## config.mk

```make
export PLATFORM = sky130hd
export DESIGN_NAME = alarm_register_bank_flat
export DESIGN_NICKNAME = d
export VERILOG_FILES = /design/src/rtl/alarm_register_bank_pkg.sv /design/src/rtl/alarm_register_bank_if.sv /design/src/rtl/alarm_register_bank_slot.sv /design/src/rtl/alarm_register_bank.sv /design/src/flat_wrapper.sv
export SDC_FILE = /design/constraint.sdc
export NUM_CORES = 1
export LEC_CHECK = 0
export BUFFER_PORTS_ARGS = -buffer_cell sky130_fd_sc_hd__buf_2
export CAP_MARGIN = 20
export CORE_ASPECT_RATIO = 1.4
export CORE_UTILIZATION = 59
export CTS_CLUSTER_SIZE = 20
export DETAILED_ROUTE_END_ITERATION = 8
export GPL_TIMING_DRIVEN = 0
export PLACE_DENSITY_LB_ADDON = 0.3
export SLEW_MARGIN = 25
export SYNTH_ARGS = -nofsm -noshare
export SYNTH_HDL_FRONTEND = slang
export SYNTH_SLANG_ARGS = --single-unit
```

## constraint.sdc

```tcl
create_clock -name Clock -period 7.1 [get_ports Clock]
set_input_delay 1.42 -clock Clock [delete_from_list [all_inputs] [get_ports Clock]]
set_output_delay 1.42 -clock Clock [all_outputs]
set_load 0.01 [all_outputs]
```

## src/rtl/alarm_register_bank_pkg.sv

```systemverilog
// -----------------------------------------------------------------------------
// alarm_register_bank_pkg
// Shared constants and types for the alarm register bank.
//   WIDTH : bits per stored alarm/time word
//   DEPTH : number of alarm slots (2..16)
//   AW    : slot address width, derived from DEPTH
// The package also holds the scan-index wrap helper.
// -----------------------------------------------------------------------------
package alarm_register_bank_pkg;

    localparam int WIDTH = 13;
    localparam int DEPTH = 7;
    localparam int AW    = $clog2(DEPTH);

    typedef logic [WIDTH-1:0] word_t;
    typedef logic [AW-1:0]    idx_t;

    // DEPTH is held in AW+1 bits so that DEPTH=16 (a power of two) still
    // compares correctly against an AW-bit address.
    localparam logic [AW:0] DEPTH_W = (AW+1)'(DEPTH);

    // Next scan position, wrapping DEPTH-1 -> 0.
    function automatic idx_t next_idx(input idx_t i);
        if ({1'b0, i} == DEPTH_W - (AW+1)'(1)) begin
            return '0;
        end
        return i + idx_t'(1);
    endfunction

endpackage

```

## src/rtl/alarm_register_bank_if.sv

```systemverilog
// -----------------------------------------------------------------------------
// alarm_register_bank_if
// Groups the write/erase strobes, the time input and all status outputs of
// the alarm register bank.
//   master : drives Enable, Erase, STO, D, Time; observes the outputs
//   slave  : the bank itself
// -----------------------------------------------------------------------------
interface alarm_register_bank_if;
    import alarm_register_bank_pkg::*;

    logic                     Enable;
    logic                     Erase;
    idx_t                     STO;
    word_t                    D;
    word_t                    Time;
    logic [DEPTH*WIDTH-1:0]   Q_flat;
    logic [DEPTH-1:0]         Valid;
    logic                     Match;
    idx_t                     Match_idx;
    idx_t                     Scan_idx;

    modport master (
        output Enable, Erase, STO, D, Time,
        input  Q_flat, Valid, Match, Match_idx, Scan_idx
    );

    modport slave (
        input  Enable, Erase, STO, D, Time,
        output Q_flat, Valid, Match, Match_idx, Scan_idx
    );

endinterface

```

## src/rtl/alarm_register_bank_slot.sv

```systemverilog
// -----------------------------------------------------------------------------
// alarm_slot
// One alarm slot: a WIDTH-bit word plus valid and fired flags.
//   clk, rst    : clock, asynchronous active-high reset
//   wr_en       : store wr_data, set valid, clear fired
//   erase       : clear valid and fired (data kept); beats wr_en on valid
//   scan_hit    : this slot matched during its scan cycle -> set fired
//   scan_rearm  : this slot was scanned, valid, and differs from Time
//   data, valid, fired : current slot state
// -----------------------------------------------------------------------------
module alarm_slot
    import alarm_register_bank_pkg::*;
(
    input  logic  clk,
    input  logic  rst,
    input  logic  wr_en,
    input  logic  erase,
    input  logic  scan_hit,
    input  logic  scan_rearm,
    input  word_t wr_data,
    output word_t data,
    output logic  valid,
    output logic  fired
);

    word_t data_q,  data_d;
    logic  valid_q, valid_d;
    logic  fired_q, fired_d;

    always_comb begin
        data_d  = data_q;
        valid_d = valid_q;
        fired_d = fired_q;

        if (scan_hit) begin
            fired_d = 1'b1;
        end else if (scan_rearm) begin
            fired_d = 1'b0;
        end

        // Host writes/erases override the scan's update of fired.
        if (wr_en) begin
            data_d  = wr_data;
            valid_d = 1'b1;
            fired_d = 1'b0;
        end
        if (erase) begin
            valid_d = 1'b0;
            fired_d = 1'b0;
        end
    end

    always_ff @(posedge clk or posedge rst) begin
        if (rst) begin
            data_q  <= '0;
            valid_q <= 1'b0;
            fired_q <= 1'b0;
        end else begin
            data_q  <= data_d;
            valid_q <= valid_d;
            fired_q <= fired_d;
        end
    end

    assign data  = data_q;
    assign valid = valid_q;
    assign fired = fired_q;

endmodule

```

## src/rtl/alarm_register_bank.sv

```systemverilog
// -----------------------------------------------------------------------------
// alarm_register_bank
// DEPTH alarm slots continuously scanned one per cycle against Time. A valid,
// un-fired slot equal to Time raises Match for one cycle (latency 1) with its
// index on Match_idx, then stays quiet until Time moves away from it.
//   Clock : clock
//   Clear : asynchronous active-high reset
//   bus   : write/erase strobes, address, data, Time, and all status outputs
// -----------------------------------------------------------------------------
module alarm_register_bank
    import alarm_register_bank_pkg::*;
(
    input  logic                  Clock,
    input  logic                  Clear,
    alarm_register_bank_if.slave  bus
);

    idx_t  scan_q,      scan_d;
    logic  match_q,     match_d;
    idx_t  match_idx_q, match_idx_d;

    word_t            slot_data [DEPTH];
    logic [DEPTH-1:0] slot_valid;
    logic [DEPTH-1:0] slot_fired;

    logic  sto_ok;
    word_t sel_data;
    logic  sel_valid;
    logic  sel_fired;
    logic  hit;
    logic  rearm;

    assign sto_ok = ({1'b0, bus.STO} < DEPTH_W);

    // Compare mux: pick the slot under the scan pointer.
    always_comb begin
        sel_data  = '0;
        sel_valid = 1'b0;
        sel_fired = 1'b0;
        for (int i = 0; i < DEPTH; i++) begin
            if (scan_q == idx_t'(i)) begin
                sel_data  = slot_data[i];
                sel_valid = slot_valid[i];
                sel_fired = slot_fired[i];
            end
        end
    end

    assign hit   = sel_valid && (sel_data == bus.Time) && !sel_fired;
    assign rearm = sel_valid && (sel_data != bus.Time);

    genvar gi;
    generate
        for (gi = 0; gi < DEPTH; gi++) begin : g_slot
            logic sel_this;
            logic addr_this;

            assign sel_this  = (scan_q == idx_t'(gi));
            assign addr_this = sto_ok && (bus.STO == idx_t'(gi));

            alarm_slot u_slot (
                .clk        (Clock),
                .rst        (Clear),
                .wr_en      (bus.Enable && addr_this),
                .erase      (bus.Erase && addr_this),
                .scan_hit   (hit && sel_this),
                .scan_rearm (rearm && sel_this),
                .wr_data    (bus.D),
                .data       (slot_data[gi]),
                .valid      (slot_valid[gi]),
                .fired      (slot_fired[gi])
            );

            assign bus.Q_flat[gi*WIDTH +: WIDTH] = slot_data[gi];
        end
    endgenerate

    // Scan pointer and one-stage Match pipeline.
    always_comb begin
        scan_d      = next_idx(scan_q);
        match_d     = hit;
        match_idx_d = match_idx_q;
        if (hit) begin
            match_idx_d = scan_q;
        end
    end

    always_ff @(posedge Clock or posedge Clear) begin
        if (Clear) begin
            scan_q      <= '0;
            match_q     <= 1'b0;
            match_idx_q <= '0;
        end else begin
            scan_q      <= scan_d;
            match_q     <= match_d;
            match_idx_q <= match_idx_d;
        end
    end

    assign bus.Valid     = slot_valid;
    assign bus.Match     = match_q;
    assign bus.Match_idx = match_idx_q;
    assign bus.Scan_idx  = scan_q;

endmodule

```

## src/flat_wrapper.sv

```systemverilog
// flat-port wrapper written by rule: the top's interface ports become plain ports
module alarm_register_bank_flat import alarm_register_bank_pkg::*;
  (Clock, Clear, bus_Enable, bus_Erase, bus_STO, bus_D, bus_Time, bus_Q_flat, bus_Valid, bus_Match, bus_Match_idx, bus_Scan_idx);
  alarm_register_bank_if bus_i ();
  input  logic Clock;
  input  logic Clear;
  input wire logic [$bits(bus_i.Enable)-1:0] bus_Enable;
  input wire logic [$bits(bus_i.Erase)-1:0] bus_Erase;
  input wire logic [$bits(bus_i.STO)-1:0] bus_STO;
  input wire logic [$bits(bus_i.D)-1:0] bus_D;
  input wire logic [$bits(bus_i.Time)-1:0] bus_Time;
  output wire logic [$bits(bus_i.Q_flat)-1:0] bus_Q_flat;
  output wire logic [$bits(bus_i.Valid)-1:0] bus_Valid;
  output wire logic [$bits(bus_i.Match)-1:0] bus_Match;
  output wire logic [$bits(bus_i.Match_idx)-1:0] bus_Match_idx;
  output wire logic [$bits(bus_i.Scan_idx)-1:0] bus_Scan_idx;
  assign bus_i.Enable = bus_Enable;
  assign bus_i.Erase = bus_Erase;
  assign bus_i.STO = bus_STO;
  assign bus_i.D = bus_D;
  assign bus_i.Time = bus_Time;
  assign bus_Q_flat = bus_i.Q_flat;
  assign bus_Valid = bus_i.Valid;
  assign bus_Match = bus_i.Match;
  assign bus_Match_idx = bus_i.Match_idx;
  assign bus_Scan_idx = bus_i.Scan_idx;
  alarm_register_bank u_core (.Clock(Clock), .Clear(Clear), .bus(bus_i));
endmodule
```

==> results.py, run 1 <==
metrics = {
    "synth": {
        "synthCells": 522,
        "yosys_most_used_dff": "dfrtp_1",
        "synth_edf_count": 0,
        "synth_warnings": 0,
        "syn_area_per_cell_um2": 11.46,
        "synthArstFlopShare_pct": 100.0,
        "ys_types": 68,
        "yosysSeqAreaShare_pct": 46.83,
        "synth_nets": 556,
        "syn_area_um2": 5984,
        "ys_ff_latch": 112,
    },
    "clock_tree": {
        "numClockSinks": 112,
        "cts_tree": "done",
        "clkSlewWorstSetupHoldPaths_ns": 0.07,
        "cts_buffer_depth": 2,
        "cts_root_buf": "clkbuf_16",
        "post_cts_resized": 0,
        "cts_setup_buffers": 0,
        "cts_buffers": 9,
        "ctsHoldBuffers": 0,
        "cts_max_level": 3,
        "insertion_delay_ns": 0.35,
    },
    "critical_path": {
        "rr_endpoint": "u_core.bus.Match_idx[2]",
        "r2r_setup_slack_ns": 2.72,
        "cp-start-kind": "flip-flop",
        "crit_arrival_ns": 4.61,
        "timing.rr.start": "u_core.bus.Scan_idx[2]",
        "r2r_cells": 14,
        "critPathKind": "reg2reg",
        "crit_required_ns": 7.33,
        "cp_max_fo": 10,
        "endpoint_kind": "flip-flop",
    },
    "sta": {
        "hold_violations": 0,
        "setup_violations": 0,
        "period_share_pct": 61.74,
        "finalClockSkew_ns": 0.005392,
        "rsz0062_at_grt": "false",
        "worst_slew_pin_slew_ns": 1.017,
        "slew_violations": 0,
        "max_freq_mhz": 228.1,
        "min_period_ns": 4.383,
        "slew_headroom_pct": 32.19,
        "finalSetupTns_ns": 0,
    },
    "layout": {
        "final_area_um2": 7113,
        "most-common-layout-cells": "buf_2 (147), dfrtp_1 (112), mux2_2 (100), nor2_1 (26), a21oi_1 (24)",
        "n_antenna_cell": 0,
        "final_common_cell": "buf_2",
        "syn_to_final_growth_pct": 18.86,
        "final_nets": 703,
        "drive_above_1_share_pct": 42.77,
    },
    "die": {
        "core_um2": 9899,
        "ios": 138,
        "rows": 43,
        "die_h_um": 121.2,
        "die_area_um2": 10560,
        "start_util_pct": 60.45,
        "die_w_um": 87.12,
    },
    "placement": {
        "placed_cell_area_um2": 6862,
        "io_buffer_count": 135,
        "hpwl_mm": 13.00,
        "place_congestion": 0.9229,
    },
    "drt": {
        "finalWirelength_mm": 18.55,
        "wl_per_cell_um": 23.01,
        "routed_via_density": 6.471,
        "antenna_left": 0,
        "vias": 5216,
        "first_iter_violations": 530,
        "drc_errors": 0,
        "firstDrtPassIters": 7,
    },
    "run": {
        "drv.max_cap_violation_count": 0,
    },
    "worst_hold_path": {
        "min_to": "u_core.bus.Match_idx[1]",
        "hold_start": "u_core.bus.Match_idx[1]",
        "holdPathStages": 1,
        "worst_hold_path_type": "reg2reg",
    },
    "global_routing": {
        "grt_usage_pct": 36.16,
        "grt_pass1_wl_mm": 27.82,
        "grt_pass1_vias": 5101,
        "grt_start_max_net_pins": 60,
        "antenna_found_initial": 0,
        "grt_overflow_total": 0,
    },
    "run_status": {
        "status": "complete, no violations",
    },
    "power_and_ir_drop": {
        "p_leak_uw": 0.003233,
        "ir_worst_vdd_uv": 206.4,
        "powerDensity_nw_per_um2": 258.1,
    },
}
[synth_stat cells, drive strengths merged (4+ instances only)]
cell type  count  area (um^2)
inv           13        48.80
dfrtp        112         2803
and3b          6        52.55
mux2         107         1205
buf           25        183.9
a21oi         24        120.1
a211oi         6        50.05
clkbuf        18        67.56
nand2         13        51.30
and2           4        25.02
nand3          7        40.04
o22ai          9        56.30
nand2b        10        62.56
nor3          12        60.06
nor2b          9        56.30
a221oi         9        85.08
mux2i         16        160.2
xnor2          4        35.03
a32oi          5        43.79
nor2          27        103.9
o21ai         24        120.1
a31oi          4        25.02
and3           4        25.02
[worst max-delay path, stage by stage, from the launching register on]
cell and delay [ns]:
dfrtp_1 0.38, buf_2 0.17, inv_1 0.11, clkbuf_1 0.54, ha_1 0.31, buf_2 0.24, buf_2 0.31, clkbuf_1 0.52
a21oi_1 0.14, nor3_1 0.20, mux2i_1 0.22, nand4_1 0.18, nor4_4 0.39, nand3_2 0.19, mux2_1 0.34
[power breakdown]
group	leakage, uW	internal [uW]	switching (uW)	total [uW]
registers	0.00137	767	115	882
clock network	0.000113	232	222	454
logic	0.00175	255	245	499
total	0.00323	1250	581	1840
[area by class of cell]
| class | count | area, um^2 |
|---|---|---|
| tap | 135 | 168.9 |
| sequential | 112 | 2803 |
| inverter | 13 | 53.80 |
| timing repair buffer | 136 | 703.2 |
| clock inverter | 3 | 22.52 |
| buffer | 43 | 251.5 |
| multi-input combinational | 354 | 2882 |
| clock buffer | 10 | 229.0 |
| fill | 792 | 2786 |
[flip-flops by register name (all words and copies together) (netlist names)]
signal	flops
u_core.g_slot.u_slot.data	91
u_core.g_slot.u_slot.fired	7
u_core.g_slot.u_slot.valid	7
u_core.bus.Match_idx	3
u_core.bus.Scan_idx	3
u_core.bus.Match	1
[metrics by stage]
step | worst slack (ns) | total power [uW] | hold slack [ns] | instances | util [%]
after floorplan | 2.721 | 1166 | 0.4762 | 522 | -
after global placement | 1.667 | 1363 | 0.4701 | 792 | 68.98
after detailed placement | 2.874 | 1385 | 0.4775 | 793 | 69.31
after CTS | 2.810 | 1838 | 0.4931 | 806 | 71.85
after global routing | 2.550 | 1915 | 0.5085 | 806 | 71.85
final | 2.717 | 1836 | 0.4846 | 806 | 71.85
[kinds of logic after synthesis]
logic type      share of synthesized area (%)
simple gates                            11.14
fa+ha+maj                              0.2090
flops                                   46.83
compound gates                          12.88
mux                                     23.19
xor+xnor                               0.7317
buf+inv                                 5.018
[worst max path at each step]
stage / from / to / depth (start not counted) / slack (ns)
CTS: u_core.bus.Scan_idx[2] / u_core.bus.Match_idx[2] / 14 / 2.81
finish: u_core.bus.Scan_idx[2] / u_core.bus.Match_idx[2] / 14 / 2.72
global placement: Clear / u_core.g_slot[3].u_slot.data[3] / 2 / 1.67
floorplan: Clear / u_core.bus.Match / 1 / 2.72
global route: u_core.bus.Scan_idx[2] / u_core.bus.Match_idx[0] / 14 / 2.55
detailed placement: u_core.bus.Scan_idx[2] / u_core.bus.Match_idx[2] / 14 / 2.87
[metal layers]
metal | vias up | routed length (um) | track usage (%)
met3 | 89 | 1474 | 7.823
met4 | 0 | 996 | 20.29
met1 | 2579 | 6914 | 43.24
li1 | 2227 | - | -
met5 | - | 0 | 0
met2 | 321 | 9162 | 59.94
Power figures use the tool's default switching activity.
==> run 2, diff against run 1 <==
--- a/config.mk
+++ b/config.mk
@@ -5,10 +5,11 @@
 export SDC_FILE = /design/constraint.sdc
 export NUM_CORES = 1
 export LEC_CHECK = 0
+export ABC_AREA = 1
 export BUFFER_PORTS_ARGS = -buffer_cell sky130_fd_sc_hd__buf_2
 export CAP_MARGIN = 20
 export CORE_ASPECT_RATIO = 1.4
-export CORE_UTILIZATION = 59
+export CORE_UTILIZATION = 49
 export CTS_CLUSTER_SIZE = 20
 export DETAILED_ROUTE_END_ITERATION = 8
 export GPL_TIMING_DRIVEN = 0
==> constraint.sdc (replaced) <==
create_clock -name Clock -period 3.81 [get_ports Clock]
set_input_delay 0.762 -clock Clock [delete_from_list [all_inputs] [get_ports Clock]]
set_output_delay 0.762 -clock Clock [all_outputs]
set_load 0.01 [all_outputs]
==> run 2 against run 1 <==
  * Clock skew rose by 0.0039 ns
  * Maximum frequency rose by 42%
  * Non-clock buffer count fell by 6
  * Cell area fell by 3.6%
  * Via count rose by 4.5%
  * Sequential power rose by 77%
  * Synthesized cell count rose by 46%
  * Combinational power rose by 48%
  * Clock power rose by 93%
  * Largest cell class is now sequential cells
==> results.py, run 2 <==
metrics = {
    "placement": {
        "place_congestion": 0.8555,
        "hpwl_mm": 12.54,
        "placed_cell_area_um2": 6591,
        "dp_cells": 1044,
        "io_buffer_count": 135,
    },
    "global_routing": {
        "grt_pass1_wl_mm": 24.50,
        "grt_usage_pct": 26.89,
        "antenna_found_initial": 0,
        "grt_overflow_total": 0,
        "grt_start_max_net_pins": 72,
        "grt_pass1_vias": 4726,
    },
    "synth": {
        "ys_types": 30,
        "syn_area_per_cell_um2": 7.474,
        "synth_nets": 798,
        "synth_edf_count": 0,
        "ys_ff_latch": 112,
        "yosys_most_used_dff": "dfrtp_1",
        "syn_area_um2": 5710,
        "synthTopCellsByArea": "dfrtp_1 (49%), nand2_1 (18%), o21ai_0 (8.6%), nand3_1 (4.4%), nor2_1 (4.2%)",
        "yosysTopAreaCell": "dfrtp_1",
        "yosys-top-cells-count": "nand2_1 (270), dfrtp_1 (112), o21ai_0 (98)",
        "synth_warnings": 0,
        "synth.top_cell.area_share_pct": 49.08,
        "synthCells": 764,
        "synthArstFlopShare_pct": 100.0,
        "yosysSeqAreaShare_pct": 49.08,
        "yosysMostFrequentCell": "nand2_1",
    },
    "layout": {
        "drive_above_1_share_pct": 21.51,
        "final_nets": 945,
        "n_antenna_cell": 0,
        "largest_reg_flops": 91,
        "final_common_cell": "nand2_1",
        "stdcell_count": 1060,
        "most-common-layout-cells": "nand2_1 (270), buf_2 (143), dfrtp_1 (112), o21ai_0 (98), nor2_1 (64)",
        "fillers": 1051,
        "seq_area_um2": 2803,
        "syn_to_final_growth_pct": 20.11,
        "multi_input_area_um2": 2457,
        "final_area_um2": 6859,
    },
    "power_and_ir_drop": {
        "p_int_uw": 2150,
        "sw_frac_of_total_pct": 32.35,
        "combPwrFrac_pct": 23.3,
        "power.share.clock_pct": 27.6,
        "p_seq_share_pct": 49.1,
        "powerDensity_nw_per_um2": 463.3,
        "p_leak_uw": 0.003827,
        "ir_worst_vdd_uv": 279.8,
        "switching_power_uw": 1028,
        "finalPower_uw": 3178,
    },
    "drt": {
        "drc_errors": 0,
        "antenna_left": 0,
        "routed_via_density": 5.142,
        "finalWirelength_mm": 16.07,
        "firstDrtPassIters": 5,
        "vias": 5451,
        "first_iter_violations": 421,
        "wl_per_cell_um": 15.16,
    },
    "die": {
        "rows": 46,
        "core_um2": 11340,
        "die_w_um": 93.24,
        "die_area_um2": 12100,
        "die_h_um": 129.7,
        "ios": 138,
        "start_util_pct": 50.36,
    },
    "sta": {
        "max_freq_mhz": 324.3,
        "rsz0062_at_grt": "false",
        "setup_violations": 0,
        "period_share_pct": 80.94,
        "hold_violations": 0,
        "worst_slew_pin_slew_ns": 0.6512,
        "slew_headroom_pct": 56.59,
        "slew_violations": 0,
        "finalClockSkew_ns": 0.009258,
        "finalSetupTns_ns": 0,
        "min_period_ns": 3.084,
    },
    "clock_tree": {
        "ctsHoldBuffers": 0,
        "cts_tree": "done",
        "cts_buffers": 9,
        "cts_max_level": 3,
        "post_cts_resized": 0,
        "cts_setup_buffers": 0,
        "cts_buffer_depth": 2,
        "insertion_delay_ns": 0.35,
        "clkSlewWorstSetupHoldPaths_ns": 0.07,
        "numClockSinks": 112,
        "cts_root_buf": "clkbuf_16",
    },
    "worst_hold_path": {
        "worst_hold_path_type": "reg2reg",
    },
    "critical_path": {
        "cp_max_fo": 10,
        "crit_required_ns": 4.04,
        "endpoint_kind": "flip-flop",
        "crit_arrival_ns": 3.32,
        "cp-start-kind": "flip-flop",
        "critPathKind": "reg2reg",
    },
    "run_status": {
        "status": "complete, no violations",
    },
    "run": {
        "drv.max_cap_violation_count": 0,
    },
}
==> run 2: cell families (layout without fill, tap and decap cells) <==
kind of cell	Yosys count	count (layout)	synth area share, %
fa+ha+maj	1	1	0.2191
simple gates	422	422	31.49
flops	112	112	49.08
buf+inv	103	255	7.888
compound gates	126	126	11.33
==> run 2: worst max-delay path: stages (launching register included) <==
cell,delay (ns)
dfrtp_1,0.43
inv_2,0.23
buf_2,0.29
ha_1,0.24
clkbuf_1,0.40
nor2_1,0.10
nand2_1,0.09
nand2_1,0.05
nand2_1,0.06
nand2_1,0.07
nand2_1,0.08
nand2_1,0.05
nand2_1,0.05
nand2_1,0.04
nor2_1,0.09
nand2_1,0.07
nor2_2,0.18
nand2_4,0.12
clkinv_4,0.11
nand2_4,0.08
nand2_1,0.07
o21ai_1,0.06
==> run 2: final cells by class <==
| class | instances | share of cell area (%) |
|---|---|---|
| tap | 144 | 2.627 |
| buffer | 37 | 2.882 |
| multi-input combinational | 549 | 35.83 |
| sequential | 112 | 40.86 |
| clock inverter | 3 | 0.2554 |
| clock buffer | 13 | 3.648 |
| inverter | 66 | 3.758 |
| timing repair buffer | 136 | 10.14 |
==> run 2: metrics by stage <==
stage          util [%]  hold slack (ns)  setup WS [ns]
2_1_floorplan         -           0.4881        0.08900
3_3_place_gp      57.91           0.4754         -1.215
3_5_place_dp      58.13           0.4806         0.7206
4_1_cts           60.49           0.4972         0.7039
5_1_grt           60.49           0.5360         0.3902
6_report          60.49           0.4919         0.7262
==> run 2: power by group through the flow <==
stage | Combinational (uW) | Sequential (uW) | Clock, uW
floorplan | 346 | 1630 | 0
global placement | 718 | 1580 | 0
detailed placement | 741 | 1580 | 0
CTS | 744 | 1560 | 887
global route | 832 | 1580 | 926
finish | 739 | 1560 | 878
==> run 2: metal layers <==
metal	share of wire, %	up-vias	wire length, um	track usage, %
li1	-	2713	-	-
met1	42	2523	6767	34.79
met2	51	190	8169	46.37
met3	4.9	25	786	3.497
met4	2.1	0	342	9.683
met5	0	-	0	0
==> run 2: path summary, 6_finish.rpt <==
path / startpoint / end / slack [ns] / cells after the start
min in group asynchronous: Clear / u_core.g_slot[1].u_slot.data[1] / 0.51 / 2
worst min register to register: u_core.bus.Match_idx[1] / u_core.bus.Match_idx[1] / 0.49 / 2
worst max register to register: u_core.bus.Scan_idx[2] / u_core.bus.Match_idx[2] / 0.73 / 21
worst max-delay path: u_core.bus.Scan_idx[2] / u_core.bus.Match_idx[2] / 0.73 / 21
worst min-delay path: u_core.bus.Match_idx[1] / u_core.bus.Match_idx[1] / 0.49 / 2
max in group asynchronous: Clear / u_core.g_slot[6].u_slot.valid / 2.63 / 3
==> run 3, diff against run 2 <==
--- a/config.mk
+++ b/config.mk
@@ -9,7 +9,7 @@
 export BUFFER_PORTS_ARGS = -buffer_cell sky130_fd_sc_hd__buf_2
 export CAP_MARGIN = 20
 export CORE_ASPECT_RATIO = 1.4
-export CORE_UTILIZATION = 49
+export CORE_UTILIZATION = 54
 export CTS_CLUSTER_SIZE = 20
 export DETAILED_ROUTE_END_ITERATION = 8
 export GPL_TIMING_DRIVEN = 0
==> constraint.sdc (replaced) <==
create_clock -name Clock -period 3.13 [get_ports Clock]
set_input_delay 0.626 -clock Clock [delete_from_list [all_inputs] [get_ports Clock]]
set_output_delay 0.626 -clock Clock [all_outputs]
set_load 0.01 [all_outputs]
==> run 3 against run 2 <==
  * Non-clock buffer count is 3 higher
  * Cell area rose by 1.9%
  * Critical path depth unchanged
==> results.py, run 3 (synthesis results as in run 2) <==
metrics = {
    "run_status": {
        "status": "complete, no violations",
    },
    "clock_tree": {
        "clkSlewWorstSetupHoldPaths_ns": 0.07,
        "insertion_delay_ns": 0.35,
        "numClockSinks": 112,
        "cts_tree": "done",
        "cts_max_level": 3,
        "cts_buffer_depth": 2,
        "cts_buffers": 9,
        "cts_root_buf": "clkbuf_16",
    },
    "sta": {
        "setup_violations": 0,
        "finalClockSkew_ns": 0.005041,
        "period_share_pct": 89.75,
        "slew_violations": 0,
        "max_freq_mhz": 356.0,
        "rsz0062_at_grt": "false",
        "finalSetupTns_ns": 0,
        "hold_violations": 0,
        "worst_slew_pin_slew_ns": 0.5449,
        "slew_headroom_pct": 63.68,
        "fin_ws_ns": 0.3207,
        "min_period_ns": 2.809,
    },
    "die": {
        "start_util_pct": 55.17,
        "core_um2": 10350,
        "die_h_um": 123.7,
        "ios": 138,
        "die_area_um2": 11000,
        "die_w_um": 88.91,
        "rows": 44,
    },
    "placement": {
        "place_congestion": 0.8739,
        "io_buffer_count": 135,
        "place_ws_ns": 0.06612,
        "hpwl_mm": 12.65,
    },
    "critical_path": {
        "crit_arrival_ns": 3.05,
        "crit_buf_inv": 4,
        "critPathKind": "reg2reg",
        "cp_cell_sequence": "inv_4 > clkbuf_4 > ha_1 > clkbuf_2 > nor2_1 > nand2_1 > nand2_1 > nand2_1 > nand2_1 > nand2_1 > nand2_1 > nand2_1 > nand2_1 > nor2_1 > nand2_1 > nor2_2 > nand2_4 > clkinv_4 > nand2_4 > nand2_1 > o21ai_1",
        "cpMostUsedCell": "nand2_1",
        "endpoint_kind": "flip-flop",
        "crit_required_ns": 3.37,
        "cp-start-kind": "flip-flop",
        "slowest_stage": "dfrtp_2",
        "cp_max_fo": 10,
        "crit_path_max_incr_delay_ns": 0.45,
        "path_delay_family": "simple AND/OR/NAND/NOR gates",
    },
    "global_routing": {
        "grt_overflow_total": 0,
        "grt_pass1_vias": 5042,
        "grt_usage_pct": 31.26,
        "grt_pass1_wl_mm": 25.51,
        "antenna_found_initial": 0,
        "grt_start_max_net_pins": 30,
    },
    "layout": {
        "largest_reg_flops": 91,
        "final_common_cell": "nand2_1",
        "most-common-layout-cells": "nand2_1 (270), buf_2 (142), dfrtp_1 (111), o21ai_0 (98), nor2_1 (64)",
        "syn_to_final_growth_pct": 22.44,
        "final_nets": 948,
        "drive_above_1_share_pct": 22.42,
        "n_antenna_cell": 0,
    },
    "power_and_ir_drop": {
        "p_leak_uw": 0.003884,
        "ir_worst_vdd_uv": 322.5,
        "powerDensity_nw_per_um2": 583.7,
        "finalPower_uw": 4081,
    },
    "drt": {
        "wl_per_cell_um": 15.41,
        "routed_via_density": 5.231,
        "antenna_left": 0,
        "finalWirelength_mm": 16.29,
        "vias": 5529,
        "firstDrtPassIters": 6,
        "first_iter_violations": 463,
        "drc_errors": 0,
    },
    "run": {
        "drv.max_cap_violation_count": 0,
    },
    "worst_hold_path": {
        "worst_hold_path_type": "in2async",
    },
}
run 3: cell count changes in the layout (fill, tap and decap cells not counted), sizes merged:
cell and change:
clkinvlp +3, buf +2, bufinv +2, clkbuf -2, clkinv -2
run 3: area by class of cell:
| cell class | instances | area [um^2] |
|---|---|---|
| repair buffers | 139 | 763.2 |
| plain buffers | 37 | 205.2 |
| clock inverters | 6 | 91.34 |
| multi-input cells | 549 | 2457 |
| inverters | 66 | 259.0 |
| flip-flops and latches | 112 | 2804 |
| well taps | 138 | 172.7 |
| clock buffers | 10 | 239.0 |
| fillers | 935 | 3358 |
run 3: final timing paths:
path	from	end	slack (ns)	depth (start not counted)
max in group asynchronous	Clear	u_core.g_slot[3].u_slot.data[3]	1.94	5
setup / recovery	u_core.bus.Scan_idx[2]	u_core.bus.Match_idx[0]	0.32	21
min in group Clock	u_core.bus.Match_idx[2]	u_core.bus.Match_idx[2]	0.50	2
hold reg to reg	u_core.bus.Match_idx[2]	u_core.bus.Match_idx[2]	0.50	2
hold / removal	Clear	u_core.g_slot[5].u_slot.valid	0.28	2
setup reg to reg	u_core.bus.Scan_idx[2]	u_core.bus.Match_idx[0]	0.32	21
run 3: where the power goes:
part	internal (uW)	total, uW	switching [uW]
logic	378	912	534
clock network	726	1260	536
registers	1690	1910	221
run 3: layer usage:
metal	vias up	GRT usage (%)	wire, um
met2	210	52.02	8234
met5	-	0	0
met1	2572	41.92	6909
met3	30	3.711	785
li1	2717	-	-
met4	0	11.69	356
run 3: what timing repair did:
action | 4_1_cts | 5_1_grt
buffers inserted | 0 | 0
hold buffers | 0 | 0
gates resized for setup | 0 | 9
endpoints found under the setup margin | 0 | 11
run 3: metrics by stage:
stage | cells | util (%) | area [um^2] | hold WS [ns]
2_1_floorplan | 764 | - | 5714 | 0.4881
3_3_place_gp | 1037 | 63.41 | 6563 | 0.4731
3_5_place_dp | 1041 | 64.25 | 6650 | 0.4807
4_1_cts | 1057 | 67.44 | 6980 | 0.2940
5_1_grt | 1057 | 67.55 | 6992 | 0.3134
6_report | 1057 | 67.55 | 6992 | 0.2802
